File: src/rtl/alu_pkg.sv
// Shared ALU definitions: operation modes, decode constants and operand field widths.
package alu_pkg;

   localparam int unsigned ModeW  = 5;
   localparam int unsigned ShamtW = 5;
   localparam int unsigned TagW   = 5;
   localparam int unsigned Funct3W = 3;

   typedef logic [ModeW-1:0] alu_mode_t;

   // mode = {sub_bit, 1'b0, funct3}
   localparam alu_mode_t MODE_ADD  = 5'h00;
   localparam alu_mode_t MODE_SUB  = 5'h10;
   localparam alu_mode_t MODE_XOR  = 5'h04;
   localparam alu_mode_t MODE_OR   = 5'h06;
   localparam alu_mode_t MODE_AND  = 5'h07;
   localparam alu_mode_t MODE_SLL  = 5'h01;
   localparam alu_mode_t MODE_SRL  = 5'h05;
   localparam alu_mode_t MODE_SRA  = 5'h15;
   localparam alu_mode_t MODE_SLT  = 5'h02;
   localparam alu_mode_t MODE_SLTU = 5'h03;

   localparam logic [Funct3W-1:0] F3_ADD = 3'd0;
   localparam logic [Funct3W-1:0] F3_SR  = 3'd5;

   function automatic alu_mode_t make_mode(input logic sub_bit, input logic [Funct3W-1:0] funct3);
      return {sub_bit, 1'b0, funct3};
   endfunction

endpackage

File: src/rtl/alu_ctrl_decode.sv
// Control decode: funct3/funct7_5/is_imm to ALU mode plus illegal-encoding flag.
module alu_ctrl_decode
   import alu_pkg::*;
(
   input  logic [Funct3W-1:0] funct3,
   input  logic               funct7_5,
   input  logic               is_imm,
   output alu_mode_t          mode_c,
   output logic               illegal_c
);

   logic sub_bit;

   // The modifier only selects SUB (reg-reg add) or SRA; an immediate add ignores it.
   always_comb begin
      sub_bit   = 1'b0;
      illegal_c = 1'b0;
      if (((funct3 == F3_ADD) && !is_imm) || (funct3 == F3_SR)) begin
         sub_bit = funct7_5;
      end
      if (funct7_5 && (funct3 != F3_ADD) && (funct3 != F3_SR)) begin
         illegal_c = 1'b1;
      end
      mode_c = make_mode(sub_bit, funct3);
   end

endmodule

File: src/rtl/alu_datapath.sv
// Combinational ALU datapath shared with other issue blocks.
module alu_datapath
   import alu_pkg::*;
#(
   parameter int unsigned WordSize = 32
) (
   input  alu_mode_t           mode,
   input  logic [WordSize-1:0] a,
   input  logic [WordSize-1:0] b,
   output logic [WordSize-1:0] result_c
);

   logic [ShamtW-1:0] shamt;

   assign shamt = b[ShamtW-1:0];

   always_comb begin
      result_c = '0;
      case (mode)
         MODE_ADD:  result_c = a + b;
         MODE_SUB:  result_c = a - b;
         MODE_XOR:  result_c = a ^ b;
         MODE_OR:   result_c = a | b;
         MODE_AND:  result_c = a & b;
         MODE_SLL:  result_c = a << shamt;
         MODE_SRL:  result_c = a >> shamt;
         MODE_SRA:  result_c = WordSize'($signed(a) >>> shamt);
         MODE_SLT:  result_c = WordSize'($signed(a) < $signed(b));
         MODE_SLTU: result_c = WordSize'(a < b);
         default:   result_c = '0;
      endcase
   end

endmodule

File: src/rtl/alu_issue.sv
// Two-stage ALU issue pipeline: stage 1 holds decoded op, stage 2 holds the result.
module alu_issue
   import alu_pkg::*;
#(
   parameter int unsigned WordSize = 32
) (
   input  logic                clk,
   input  logic                rst,
   input  logic                in_valid,
   output logic                in_ready,
   input  logic [Funct3W-1:0]  funct3,
   input  logic                funct7_5,
   input  logic                is_imm,
   input  logic [WordSize-1:0] rs1_data,
   input  logic [WordSize-1:0] rs2_data,
   input  logic [WordSize-1:0] imm,
   input  logic [TagW-1:0]     rd_in,
   input  logic                flush,
   output logic                out_valid,
   input  logic                out_ready,
   output logic [WordSize-1:0] out_data,
   output logic [TagW-1:0]     out_rd,
   output logic                out_illegal
);

   alu_mode_t           dec_mode_c;
   logic                dec_illegal_c;
   logic [WordSize-1:0] alu_result_c;

   logic                s1_valid;
   alu_mode_t           s1_mode;
   logic [WordSize-1:0] s1_a;
   logic [WordSize-1:0] s1_b;
   logic [TagW-1:0]     s1_rd;
   logic                s1_illegal;

   logic                adv2_c;
   logic                adv1_c;
   logic                accept_c;

   alu_ctrl_decode u_decode (
      .funct3    (funct3),
      .funct7_5  (funct7_5),
      .is_imm    (is_imm),
      .mode_c    (dec_mode_c),
      .illegal_c (dec_illegal_c)
   );

   alu_datapath #(
      .WordSize (WordSize)
   ) u_datapath (
      .mode     (s1_mode),
      .a        (s1_a),
      .b        (s1_b),
      .result_c (alu_result_c)
   );

   // Backpressure chain; out_ready ripples combinationally into in_ready.
   always_comb begin
      adv2_c   = !out_valid || out_ready;
      adv1_c   = adv2_c || !s1_valid;
      in_ready = !rst && !flush && adv1_c;
      accept_c = in_valid && in_ready;
   end

   always_ff @(posedge clk) begin
      if (rst) begin
         s1_valid    <= 1'b0;
         s1_mode     <= MODE_ADD;
         s1_a        <= '0;
         s1_b        <= '0;
         s1_rd       <= '0;
         s1_illegal  <= 1'b0;
         out_valid   <= 1'b0;
         out_data    <= '0;
         out_rd      <= '0;
         out_illegal <= 1'b0;
      end else if (flush) begin
         s1_valid  <= 1'b0;
         out_valid <= 1'b0;
      end else begin
         if (adv2_c) begin
            out_valid <= s1_valid;
            if (s1_valid) begin
               out_data    <= s1_illegal ? '0 : alu_result_c;
               out_rd      <= s1_rd;
               out_illegal <= s1_illegal;
            end
         end
         if (adv1_c) begin
            s1_valid <= accept_c;
            if (accept_c) begin
               s1_mode    <= dec_mode_c;
               s1_a       <= rs1_data;
               s1_b       <= is_imm ? imm : rs2_data;
               s1_rd      <= rd_in;
               s1_illegal <= dec_illegal_c;
            end
         end
      end
   end

endmodule

File: config.mk
export PLATFORM = sky130hd
export DESIGN_NAME = alu_issue
export DESIGN_NICKNAME = d
export VERILOG_FILES = /design/src/rtl/alu_pkg.sv /design/src/rtl/alu_ctrl_decode.sv /design/src/rtl/alu_datapath.sv /design/src/rtl/alu_issue.sv
export SDC_FILE = /design/constraint.sdc
export NUM_CORES = 1
export LEC_CHECK = 0
export ABC_AREA = 0
export BUFFER_PORTS_ARGS = -buffer_cell sky130_fd_sc_hd__clkbuf_2
export CAP_MARGIN = 0
export CORE_ASPECT_RATIO = 2
export CORE_MARGIN = 2
export CORE_UTILIZATION = 36
export CTS_BUF_LIST = sky130_fd_sc_hd__clkbuf_8
export DETAILED_ROUTE_END_ITERATION = 6
export GPL_TIMING_DRIVEN = 1
export SLEW_MARGIN = 20
export SYNTH_ARGS = -nofsm -noshare
export SYNTH_HDL_FRONTEND = slang
export SYNTH_SLANG_ARGS = --single-unit
File: constraint.sdc
create_clock -name clk -period 4.8 [get_ports clk]
set_input_delay 0 -clock clk [delete_from_list [all_inputs] [get_ports clk]]
set_output_delay 0 -clock clk [all_outputs]
set_load 0.01 [all_outputs]
# Yosys cells after proc, flatten, opt, wreduce, memory -nomap -nowiden
# Index checks and enable logic that the tools add are counted.
[word_totals]
output_inout_bits = 40
elab_cells = 57
in_bits = 111
register_bits = 114
[op_classes]
order_cmp = 2
n_addsub = 2
eq_ne = 11
reduce_logical = 20
bitwise_logic = 4
muxes = 5
shifts = 3
[ops]
columns = ["cell", "n"]
rows = [
  ["32-bit one-hot mux with 10 select lines", 1],
  ["32-bit < comparator", 2],
  ["32-bit 2-to-1 mux", 2],
  ["32-bit adder", 1],
  ["32-bit AND", 1],
  ["32-bit OR", 1],
  ["32-bit by 5-bit left shift with 32-bit output", 1],
  ["32-bit by 5-bit >> shifter with 32-bit output", 1],
  ["32-bit by 5-bit >>> shifter with 32-bit output", 1],
  ["32-bit subtractor", 1],
  ["32-bit XOR", 1],
  ["4-bit by 3-bit == test with 1-bit output, second input constant", 4],
  ["4-bit by 2-bit == test with 1-bit output, second input constant", 2],
  ["4-bit == test, second input constant", 2],
  ["1-bit logical AND", 6],
  ["3-bit AND reduction", 2],
  ["1-bit logical NOT", 5],
  ["5-bit logical NOT", 1],
  ["4-bit by 1-bit == test with 1-bit output, second input constant", 1],
  ["3-bit == test, second input constant", 1],
  ["3-bit logical NOT", 1],
  ["1-bit logical OR", 3],
  ["3-bit inequality test, second input constant", 1],
  ["3-bit nonzero test", 1],
  ["other kinds (3)", 4],
]

# Logic depth before layout (Yosys ltp)
# Gate-level depths: netlist (run 1).
[logic_depth]
depth_word = 6
mapped_depth = 15
ltp_nobuf = 13

# Modules after synthesis
# Synthesis (run 1) repeated with hierarchy kept, for this count alone.
[unflattened]
hier_cells = 1780
area_unflattened_um2 = 13940.9
[by_module_without_submodules]
columns = ["mod", "cells_per_inst", "area_per_inst_um2", "instances", "seq_area_each_um2"]
rows = [
  ["alu_datapath", 1294, 8918.6, 1, 0.0],
  ["alu_issue", 474, 4943.5, 1, 2302.2],
  ["alu_ctrl_decode", 12, 78.8, 1, 0.0],
]

# Worst setup path before layout (run 1)
# Ideal clock, no wire load.
[synth_path]
path_kind = "register to register"
from = "register s1_b[2]"
to = "register out_data[30]"
setup_ps = 74
required_ps = 4726
arrival_ps = 3696
period_less_slack_ps = 3770
path_buffers = 4
path_slack_ps = 1030
path_stages_with_launch = 16
cell_sequence = "dfxtp_1 -> buf_2 -> inv_2 -> buf_1 -> buf_1 -> ha_1 -> buf_2 -> nor2b_1 -> o311a_1 -> o21ai_1 -> o211a_1 -> o21a_1 -> o21ai_2 -> a31o_2 -> or4b_1 -> a31oi_1"
[synth_via]
elab_chain_cells = 3
elab_cells_between_ends = 7
cone_classes = "add/sub (2); shift (3); mux (2)"
[synth_rtl]
columns = ["item", "line_no", "text"]
rows = [
  ["from (decl)", "alu_issue.sv:33", "logic [WordSize-1:0] s1_b;"],
  ["from (signal assigned)", "alu_issue.sv:95", "s1_b <= is_imm ? imm : rs2_data;"],
  ["32-bit subtractor (tied with other cells)", "alu_datapath.sv:21", "MODE_SUB: result_c = a - b;"],
  ["32-bit one-hot mux with 10 select lines *", "alu_datapath.sv:19", "case (mode)"],
  ["32-bit 2-to-1 mux *", "alu_issue.sv:85", "out_data <= s1_illegal ? '0 : alu_result_c;"],
  ["to (signal assigned)", "alu_issue.sv:85", ""],
  ["to (decl)", "alu_issue.sv:21", "output logic [WordSize-1:0] out_data,"],
]
# Every way passes the cells marked *; elsewhere a longest branch is shown, timed or not.
# A chain may end at the register's enable or synchronous reset.

# Worst setup path after layout (run 1)
[layout_path]
from = "register s1_b[1]"
to = "register out_data[15]"
# Same word-level chain as after synthesis.

==> summary.txt, run 1 <==
STA
  • Setup TNS: 0 ns
  • Slew headroom: 0.302
  • Max Fclk: 241 MHz
  • Final hold viol count: 0
  • Hold Worst Slack: 0.00700 ns
  • Fin crit period: 4.15 ns
  • Final cycle utilization of the critical path: 0.865
  • Skew final: 0.0160 ns
  • Final setup vio count: 0
  • Unrepaired setup endpoints after global routing: false
  • Pins Over Slew Limit: 0
  • Worst Max-Slew Pin Slew: 1.04 ns

Critical path
  • Buf+Inv Stages, Crit Path: 1
  • Sequence of cells on the critical path: inv_1 > ha_1 > o21bai_1 > o211ai_1 > a2111oi_2 > nor2_1 > o31ai_1 > a311oi_1 > a221o_1 > a21oi_1 > o21ai_1
  • Critical Path Source: s1_b[1]$_SDFFE_PP0P_
  • Crit-path max cell delay: 0.63 ns
  • Slowest stage cell, crit path: dfxtp_4
  • Worst Path Required: just over 5 ns
  • Worst r2r src: s1_b[1]$_SDFFE_PP0P_
  • Startpoint Class: flop
  • Depth of the most critical reg-to-reg path: 11
  • CP arrival: 4.53 ns
  • Endpoint class of the critical path: flop
  • Crit path max-delay family: compound AO/OA/AOI/OAI gates
  • WS Path Type: flop to flop
  • Worst reg2reg path endpoint: out_data[15]$_SDFFE_PP0P_
  • Crit-path max FO: 31
  • FF-to-FF setup slack: 0.65 ns

CTS
  • Max clock buf depth: 2
  • Clk_lat worst skew: between 0.5 and 0.6 ns
  • Hold Buf Count CTS: roughly 110
  • Post-CTS Resized: 0
  • Clock sinks: between 100 and 150
  • CTS clk-pin slew, worst paths: 0.10 ns
  • Post-CTS Setup Inserts: 0
  • Root Driver: clkbuf_8
  • Htree depth: 4
  • CTS tree: done
  • Number of buffers created by CTS: 17

Pwr
  • Leakage power: 0.00599 uW
  • Worst vdd ir: 0.168 mV
  • Pwr Density: ~190 nW/um^2

Die
  • Die height: 272 um
  • Initial core utilization: 0.364
  • Placeable Area: around 36000 sq um
  • Die area: 37600 sq um
  • Chip width: about 140 um
  • Top-level port count: roughly 150
  • Row count: 98

Worst hold path
  • Hold WC Path Type: primary input to flop
  • Min-delay src: rst
  • Hold Path End: s1_a[10]$_SDFFE_PP0P_
  • Hold-critical path depth: 2

Routing
  • Number of remaining DRC errors: 0
  • Total number of vias: 14900
  • DR iter-0 viols: 1725
  • Avg Vias per Cell: 6.32
  • Drt wl/cell: roughly 28 um
  • Routed WL: 67100 um
  • Number of routed nets with antenna violations: 0
  • DR pass1 iterations: 7

Logic synthesis
  • Register bit total from synthesis: 114
  • Mapped Area: approximately 13000 sq um
  • Seq/Total Area, Yosys: 0.176
  • Asr flop ratio synth: 0
  • Net Count, Synth: just under 2000
  • Mapped Cells: 1726
  • Synth warn: 0
  • Post-synth EDFFs: 0
  • Synth Area per Inst: about 7.5 sq um
  • Post-synth cell types: 86
  • Ys flop type: dfxtp_1

Global route
  • Vias in the first global route: 14600
  • First-pass GRT wire length: 97900 um
  • Gr ovfl total: 0
  • Largest net degree at the start of global routing: about 110
  • Initial antenna violation count: 1
  • Global Route Usage Sum: 0.349

Run
  • Max Cap Violations: 0

Status
  • Status: finished clean

Placed design
  • DP HPWL: 50500 um
  • Gp weighted congestion: 1.08
  • Port bufs: 150

Finish
  • Final nets: 2112
  • Area growth from synthesis to layout: 19.3%
  • Share of layout cells above drive strength 1: 0.166
==> cells in the final DEF, fill, tap and decap left out, types with 9 or more instances in the layout <==
cell type and n:
a211oi_1 52, a21o_1 12, a21oi_1 175, a221o_1 10, a221oi_1 29, a22oi_1 12
a31oi_1 18, buf_4 43, clkbuf_2 149, clkbuf_8 18, dfxtp_1 110, dlygate4sd3_1 107
ha_1 100, inv_1 94, mux2i_1 81, mux4_2 54, nand2_1 224, nand2b_1 10
nand3_1 24, nor2_1 176, nor2b_1 15, nor3_1 29, o2111ai_1 14, o211ai_1 19
o21a_1 9, o21ai_0 107, o21bai_1 13, o221ai_1 9, o22ai_1 9, o31ai_1 13
xnor2_1 12
==> how the worst max path moves through the flow <==
stage | to | slack (ns) | cells past startpoint
after floorplan | out_data[30]$_SDFFE_PP0P_ | 1.03 | 15
after global placement | out_data[15]$_SDFFE_PP0P_ | 0.83 | 11
after detailed placement | out_data[15]$_SDFFE_PP0P_ | 0.86 | 11
after CTS | out_data[29]$_SDFFE_PP0P_ | 0.82 | 11
after global routing | out_data[29]$_SDFFE_PP0P_ | 0.34 | 11
final | out_data[15]$_SDFFE_PP0P_ | 0.65 | 11
==> kinds of logic after synthesis <==
kind of cell | after synthesis | synth area share
simple gates | 535 | 0.179
buf+inv | 245 | 0.0784
flops | 114 | 0.176
compound gates | 571 | 0.292
fa+ha+maj | 102 | 0.0998
mux | 142 | 0.163
xor+xnor | 17 | 0.0115
==> where the power goes <==
group / internal (uW) / total, uW / switching, uW
combinational: 386 / 1000 / 616
clock: 374 / 903 / 530
sequential: 974 / 1040 / 67.4
total: 1730 / 2950 / 1210
==> routing by layer <==
layer,vias to the layer above,track usage,wire length (um),part of all wire
li1,6673,-,-,-
met1,7136,0.368,23000,0.34
met2,849,0.598,32400,0.48
met3,286,0.0501,4210,0.063
met4,0,0.321,7500,0.11
met5,-,0,0,0
==> layout make-up <==
cell class,instances,area [sq um]
Clock buffer,18,248
Timing Repair Buffer,302,2200
Sequential cell,114,2290
Clock inverter,14,104
Fill cell,3656,20100
Multi-Input combinational cell,1367,9660
Tap cell,450,563
Antenna cell,1,2.50
Inverter,97,364
==> stage by stage <==
stage | cells | total power [uW] | utilization | setup WS (ns) | cell area (sq um)
floorplan | 1726 | 1620 | - | 1.03 | 12900
detailed placement | 2222 | 1950 | 0.393 | 0.861 | 14000
finish | 2363 | 2950 | 0.434 | 0.649 | 15400
CTS | 2361 | 2930 | 0.433 | 0.818 | 15400
global placement | 2222 | 1950 | 0.393 | 0.827 | 14000
global route | 2363 | 3050 | 0.434 | 0.345 | 15400
==> flip-flops by register name, summed over array words and instances (netlist names), 4 cells and up <==
register  cells
out_rd        5
s1_rd         5
s1_mode       4
s1_a         32
s1_b         32
out_data     32
==> synthesized netlist by cell type, types with 9 or more instances <==
cell	n	area (sq um)
o2111ai_1	14	123
nand2b_1	10	62.6
clkbuf_1	101	379
nor2b_1	15	93.8
xnor2_1	12	105
mux4_2	54	1220
a31oi_1	18	113
dfxtp_1	114	2280
a21oi_1	175	876
o21ai_0	107	536
a21o_1	12	90.1
nor2_1	176	661
o211ai_1	19	143
nand2_1	224	841
buf_2	19	95.1
o31ai_1	13	97.6
ha_1	100	1250
buf_1	15	56.3
inv_1	94	353
a221o_1	10	100
o22ai_1	9	56.3
nor3_1	29	145
a211oi_1	52	390
mux2i_1	81	811
o21bai_1	13	97.6
o21a_1	9	67.6
nand3_1	24	120
a22oi_1	12	90.1
o221ai_1	9	78.8
a221oi_1	29	254
Power figures use the tool's default switching activity.
==> run 2, diff against run 1 <==
clock period = 4.5 ns   (was 4.8 ns; I/O delays follow)
==> summary.txt, run 2 (synthesis results as in run 1) <==
Finish
  • Layout fillers: 3617 (-1.1%)
  • Area growth from synthesis to layout: 21.3%
  • Multi-input logic area: 9660 sq um (about the same)
  • Final Cell Area: 15700 sq um (+1.7%)
  • Commonest non-fill, non-tap cell in the layout: nand2_1
  • Final core occ: 0.442 (+0.00753)
  • Register Area: 2290 sq um (unchanged)
  • Share of layout cells above drive strength 1: 0.170 (+0.00430)
  • Final nets: 2146 (+1.6%)
  • Biggest regs: out_data: 32 flops, s1_a: 32 flops, s1_b: 32 flops
  • Most frequent cells in the layout: nand2_1 (224), nor2_1 (176), a21oi_1 (175)

Critical path
  • WS Path Type: flop to flop
  • Endpoint class of the critical path: flop
  • Crit-path max FO: 11 (-65%)
  • Depth of the most critical reg-to-reg path: 11 (unchanged)
  • CP arrival: 4.34 ns (-0.19 ns)
  • Worst Path Required: 4.87 ns (-0.31 ns)
  • Startpoint Class: flop

STA
  • Final cycle utilization of the critical path: 0.883 (+0.0184)
  • Worst Max-Slew Pin Slew: 1.01 ns (-0.0296 ns)
  • Final hold viol count: 0 (unchanged)
  • Slew headroom: 0.322 (+0.0199)
  • Final setup vio count: 0 (unchanged)
  • Skew final: 0.0237 ns (+0.00767 ns)
  • Pins Over Slew Limit: 0 (unchanged)
  • Setup TNS: 0 ns (unchanged)
  • Unrepaired setup endpoints after global routing: false
  • Fin crit period: 3.97 ns (-0.177 ns)
  • Max Fclk: 252 MHz (+4.4%)

Pwr
  • Pwr Total: 3120 uW (+5.9%)
  • Leakage power: 0.00618 uW (+3.2%)
  • Pwr Density: 199 nW/um^2 (+4.1%)
  • Worst vdd ir: 0.167 mV (-1.0%)

Worst hold path
  • Hold-critical path depth: 3 (+1)
  • Hold WC Path Type: primary input to flop

Routing
  • DR pass1 iterations: 7 (unchanged)
  • Avg Vias per Cell: 6.32 (about the same)
  • Number of routed nets with antenna violations: 0 (unchanged)
  • DR iter-0 viols: 1544 (-10%)
  • Drt wl/cell: 27.6 um (-2.8%)
  • Routed WL: 66200 um (-1.4%)
  • Total number of vias: 15200 (+1.4%)
  • Number of remaining DRC errors: 1 (+1)

Status
  • Status: finished, violations left
  • Failing checks: DRC

Die
  • Die area: 37600 sq um (unchanged)
  • Chip width: 138 um (unchanged)
  • Initial core utilization: 0.364 (unchanged)
  • Row count: 98 (unchanged)
  • Die height: 272 um (unchanged)
  • Placeable Area: 35600 sq um (unchanged)
  • Top-level port count: 151 (unchanged)

Global route
  • Largest net degree at the start of global routing: 84 (-21%)
  • First-pass GRT wire length: 96500 um (-1.4%)
  • Gr ovfl total: 0 (unchanged)
  • Global Route Usage Sum: 0.343 (-0.00628)
  • Initial antenna violation count: 1 (unchanged)
  • Vias in the first global route: 14800 (+1.5%)

Run
  • Max Cap Violations: 0 (unchanged)

CTS
  • Clock sinks: 114 (unchanged)
  • Clk_lat worst skew: 0.51 ns (about the same)
  • CTS clk-pin slew, worst paths: 0.10 ns (about the same)
  • Max clock buf depth: 2 (unchanged)
  • CTS tree: done
  • Number of buffers created by CTS: 17 (unchanged)
  • Post-CTS Setup Inserts: 0 (unchanged)
  • Htree depth: 4 (unchanged)
  • Root Driver: clkbuf_8

Placed design
  • Placed cell area: 14100 sq um (+0.69%)
  • DP HPWL: 49400 um (-2.2%)
  • Port bufs: 150 (unchanged)
  • Gp weighted congestion: 1.09 (+1.1%)
-- run 2: stage by stage --
step	setup WS, ns	hold WS [ns]	cells
after CTS	0.582	0.0503	2396
after global placement	-0.134	0.228	2236
after detailed placement	0.613	0.228	2237
after floorplan	0.730	0.0583	1726
after global routing	0.266	0.116	2397
final	0.526	0.0771	2397
-- run 2: critical path, stage by stage (launching register included) --
cell	delay (ns)
dfxtp_1	0.60
inv_1	0.09
ha_1	0.47
a21o_1	0.24
o21a_1	0.18
a311oi_1	0.50
a21oi_1	0.25
o311ai_1	0.57
a21oi_1	0.19
o31a_1	0.28
a2111oi_0	0.37
a211oi_1	0.08
-- run 2: report_power, final --
group | internal [uW] | switching [uW] | leakage (uW) | total [uW]
combinational | 423 | 672 | 0.00508 | 1100
sequential | 1040 | 55.4 | 0.000928 | 1090
clock | 382 | 549 | 0.000169 | 931
-- run 2: worst paths after layout --
path | start | endpoint | slack, ns
setup / recovery | s1_a[13]$_SDFFE_PP0P_ | out_data[29]$_SDFFE_PP0P_ | 0.53
hold / removal | rs2_data[1] | s1_b[1]$_SDFFE_PP0P_ | 0.08
setup reg to reg | s1_a[13]$_SDFFE_PP0P_ | out_data[29]$_SDFFE_PP0P_ | 0.53
hold reg to reg | out_data[2]$_SDFFE_PP0P_ | out_data[2]$_SDFFE_PP0P_ | 0.46
-- run 2: final cells by class --
class | instances | share of cell area
Sequential cell | 114 | 0.146
Tap cell | 450 | 0.0359
Multi-Input combinational cell | 1367 | 0.615
Antenna cell | 1 | 0.000159
Clock inverter | 15 | 0.00693
Timing Repair Buffer | 336 | 0.158
Clock buffer | 17 | 0.0149
Inverter | 97 | 0.0232
-- run 2: routing by layer --
metal	track usage	share of wire
met5	0	0
met4	0.283	0.099
met3	0.0411	0.055
met2	0.600	0.50
met1	0.368	0.35
-- run 2: timing repair --
action | CTS | global route
hold buffers | 127 | 0
endpoints found under the hold margin | 86 | 0
resized for setup | 0 | 0
==> run 3, diff against run 2 <==
ABC_AREA = 1   (was 0)
==> summary.txt, run 3 <==
Logic synthesis
  • Synth Area per Inst: 5.48 sq um (-27%)
  • Count leader, synth: nand2_1
  • Mapped Cells: 2636 (+53%)
  • Net Count, Synth: 2849 (+47%)
  • Asr flop ratio synth: 0 (unchanged)
  • Mapped Area: 14500 sq um (+12%)
  • Yosys top cell area share: 0.213 (+0.0366)
  • Most frequent cells after synthesis: nand2_1 (820), nand3_1 (439), inv_1 (341), nor2_1 (249), dfxtp_1 (114)
  • Ys flop type: dfxtp_1
  • Area leader, netlist: nand2_1
  • Register bit total from synthesis: 114 (unchanged)
  • Post-synth EDFFs: 0 (unchanged)
  • Synth area leaders: nand2_1 (21%), dfxtp_1 (16%), nand3_1 (15%)
  • Synth warn: 0 (unchanged)
  • Seq/Total Area, Yosys: 0.158 (-0.0184)
  • Post-synth cell types: 47 (-45%)

CTS
  • Root Driver: clkbuf_8
  • Number of buffers created by CTS: 17 (unchanged)
  • Post-CTS Setup Inserts: 0 (unchanged)
  • CTS clk-pin slew, worst paths: 0.10 ns (about the same)
  • Htree depth: 4 (unchanged)
  • Max clock buf depth: 2 (unchanged)
  • Clock sinks: 114 (unchanged)
  • CTS tree: done
  • Clk_lat worst skew: 0.53 ns (+0.02 ns)

Placed design
  • Port bufs: 150 (unchanged)
  • Inst Count DP: 3205 (+43%)
  • Placed cell area: 15500 sq um (+9.7%)
  • DP HPWL: 69800 um (+41%)
  • Gp weighted congestion: 1.07 (-1.6%)

STA
  • Hold Worst Slack: 0.0174 ns (-0.0597 ns)
  • Final cycle utilization of the critical path: 0.767 (-0.116)
  • Pins Over Slew Limit: 0 (unchanged)
  • Worst Max-Slew Pin Slew: 1.30 ns (+0.293 ns)
  • Setup TNS: 0 ns (unchanged)
  • Unrepaired setup endpoints after global routing: false
  • Fin crit period: 3.45 ns (-0.523 ns)
  • Final setup vio count: 0 (unchanged)
  • Skew final: 0.0277 ns (+0.00403 ns)
  • Slew headroom: 0.124 (-0.198)
  • Max Fclk: 290 MHz (+15%)
  • Final hold viol count: 0 (unchanged)

Routing
  • Total number of vias: 18700 (+23%)
  • Number of remaining DRC errors: 0 (-1)
  • Avg Vias per Cell: 5.59 (-12%)
  • Drt wl/cell: 25.6 um (-7.4%)
  • Routed WL: 85400 um (+29%)
  • Number of routed nets with antenna violations: 0 (unchanged)
  • DR iter-0 viols: 1501 (-2.8%)
  • DR pass1 iterations: 6 (-1)

Critical path
  • Worst r2r src: s1_a[4]$_SDFFE_PP0P_
  • Startpoint Class: flop
  • FF-to-FF setup slack: 1.05 ns (+0.52 ns)
  • Crit-path max cell delay: 0.57 ns (-0.03 ns)
  • Depth of the most critical reg-to-reg path: 13 (+2)
  • Slowest stage cell, crit path: dfxtp_1
  • Endpoint class of the critical path: flop
  • Crit-path max FO: 7 (-4)
  • Worst Path Required: 4.88 ns (about the same)
  • Worst reg2reg path endpoint: out_data[5]$_SDFFE_PP0P_
  • WS Path Type: flop to flop
  • CP arrival: 3.83 ns (-0.51 ns)
  • Sequence of cells on the critical path: inv_1 > ha_1 > inv_1 > nand2_1 > nand2_1 > inv_1 > nand3_1 > o21ai_0 > nand2_1 > nor2_1 > nand4_1 > nand2_1 > a21oi_1
  • CP most frequent cell: nand2_1

Pwr
  • Worst vdd ir: 0.189 mV (+14%)
  • Pwr Density: 231 nW/um^2 (+16%)
  • Leakage power: 0.00861 uW (+39%)

Die
  • Chip width: 146 um (+5.5%)
  • Die area: 41900 sq um (+11%)
  • Die height: 287 um (+5.6%)
  • Top-level port count: 151 (unchanged)
  • Initial core utilization: 0.365 (+0.00132)
  • Placeable Area: 39600 sq um (+11%)
  • Row count: 103 (+5.1%)

Status
  • Status: finished clean

Global route
  • Gr ovfl total: 0 (unchanged)
  • First-pass GRT wire length: 122000 um (+26%)
  • Global Route Usage Sum: 0.403 (+0.0601)
  • Vias in the first global route: 18700 (+26%)
  • Initial antenna violation count: 1 (unchanged)
  • Largest net degree at the start of global routing: 93 (+11%)

Finish
  • Share of layout cells above drive strength 1: 0.0898 (-0.0802)
  • Area growth from synthesis to layout: 17.1%
  • Biggest regs: out_data: 32 flops, s1_a: 32 flops, s1_b: 32 flops
  • Most frequent cells in the layout: nand2_1 (820), nand3_1 (439), inv_1 (340)
  • Register Area: 2290 sq um (-0.27%)
  • Multi-input logic area: 10100 sq um (+5.0%)
  • Final nets: 3016 (+41%)
  • Final core occ: 0.428 (-0.0138)
  • Cell Count, Final, Fillers Out: 3342 (+39%)
  • Commonest non-fill, non-tap cell in the layout: nand2_1
  • Layout fillers: 4462 (+23%)
  • Final Cell Area: 16900 sq um (+7.8%)

Worst hold path
  • Hold Path End: s1_b[4]$_SDFFE_PP0P_
  • Hold-critical path depth: 5 (+2)
  • Hold WC Path Type: primary input to flop
  • Min-delay src: rs2_data[4]

Run
  • Max Cap Violations: 0 (unchanged)
[run 3: changes by cell type in the layout (fill, tap and decap cells not counted), moves of 27 or more]
cell	previous run	this run
nand2_1	224	820
nand3_1	24	439
inv_1	94	340
mux2i_1	81	0
nor2_1	176	249
a21oi_1	175	113
o21ai_0	107	46
mux4_2	54	0
a211oi_1	52	99
a221oi_1	29	2
[run 3: area by class of cell]
class,count,area share
repair buffers,287,0.122
diodes,1,0.000148
clock buffers,17,0.0138
well taps,525,0.0388
inverters,355,0.0792
multi-input cells,2028,0.599
clock inverters,15,0.0115
flip-flops and latches,114,0.135
[run 3: cell families (layout without fill, tap and decap cells)]
logic type / Yosys count / count (layout) / synth area share
other cells: 0 / 1 / 0
buf+inv: 494 / 674 / 0.141
flops: 114 / 114 / 0.158
compound gates: 325 / 325 / 0.139
simple gates: 1600 / 1600 / 0.472
fa+ha+maj: 102 / 102 / 0.0893
xor+xnor: 1 / 1 / 0.000606
[run 3: worst max-delay path by stage]
stage / from / endpoint / slack [ns] / cells after the start
3_5_place_dp: s1_a[4]$_SDFFE_PP0P_ / out_data[5]$_SDFFE_PP0P_ / 1.17 / 13
6_report: s1_a[4]$_SDFFE_PP0P_ / out_data[5]$_SDFFE_PP0P_ / 1.05 / 13
3_3_place_gp: s1_a[4]$_SDFFE_PP0P_ / out_data[5]$_SDFFE_PP0P_ / 1.14 / 13
2_1_floorplan: s1_b[2]$_SDFFE_PP0P_ / out_data[0]$_SDFFE_PP0P_ / 2.05 / 20
4_1_cts: s1_a[4]$_SDFFE_PP0P_ / out_data[5]$_SDFFE_PP0P_ / 1.16 / 13
5_1_grt: s1_a[4]$_SDFFE_PP0P_ / out_data[5]$_SDFFE_PP0P_ / 0.97 / 13
[run 3: through the flow]
stage          setup slack, ns  power, uW
2_1_floorplan             2.05       2060
3_3_place_gp              1.14       2630
3_5_place_dp              1.17       2640
4_1_cts                   1.16       3880
5_1_grt                  0.968       4080
6_report                  1.05       3910
[run 3: what timing repair did]
action                                 CTS  global route
endpoints found under the hold margin   79             0
hold buffers                           104             0
resized for setup                        0             0
[run 3: worst max-delay path, delay by kind of cell (launching register included)]
kind	cells	cell delay, ns
AO/OA/AOI/OAI	2	0.35
adder cells (fa/ha/maj)	1	0.49
buffers and inverters	3	0.37
flip-flops	1	0.57
AND/OR/NAND/NOR	7	1.52
[run 3: report_power, final]
group | switching [uW] | internal, uW | total, uW | leakage [uW]
clock network | 620 | 564 | 1180 | 0.000211
registers | 61.1 | 1050 | 1110 | 0.000929
logic | 1140 | 471 | 1610 | 0.00747
total | 1820 | 2080 | 3910 | 0.00861
[run 3: per-layer routing]
metal  wire (um)  GRT usage  vias to the layer above
met3        4100     0.0535                      352
met2       43100      0.738                      849
li1            -          -                     8893
met5           0          0                        -
met1       26600      0.357                     8589
met4       11600      0.449                        0
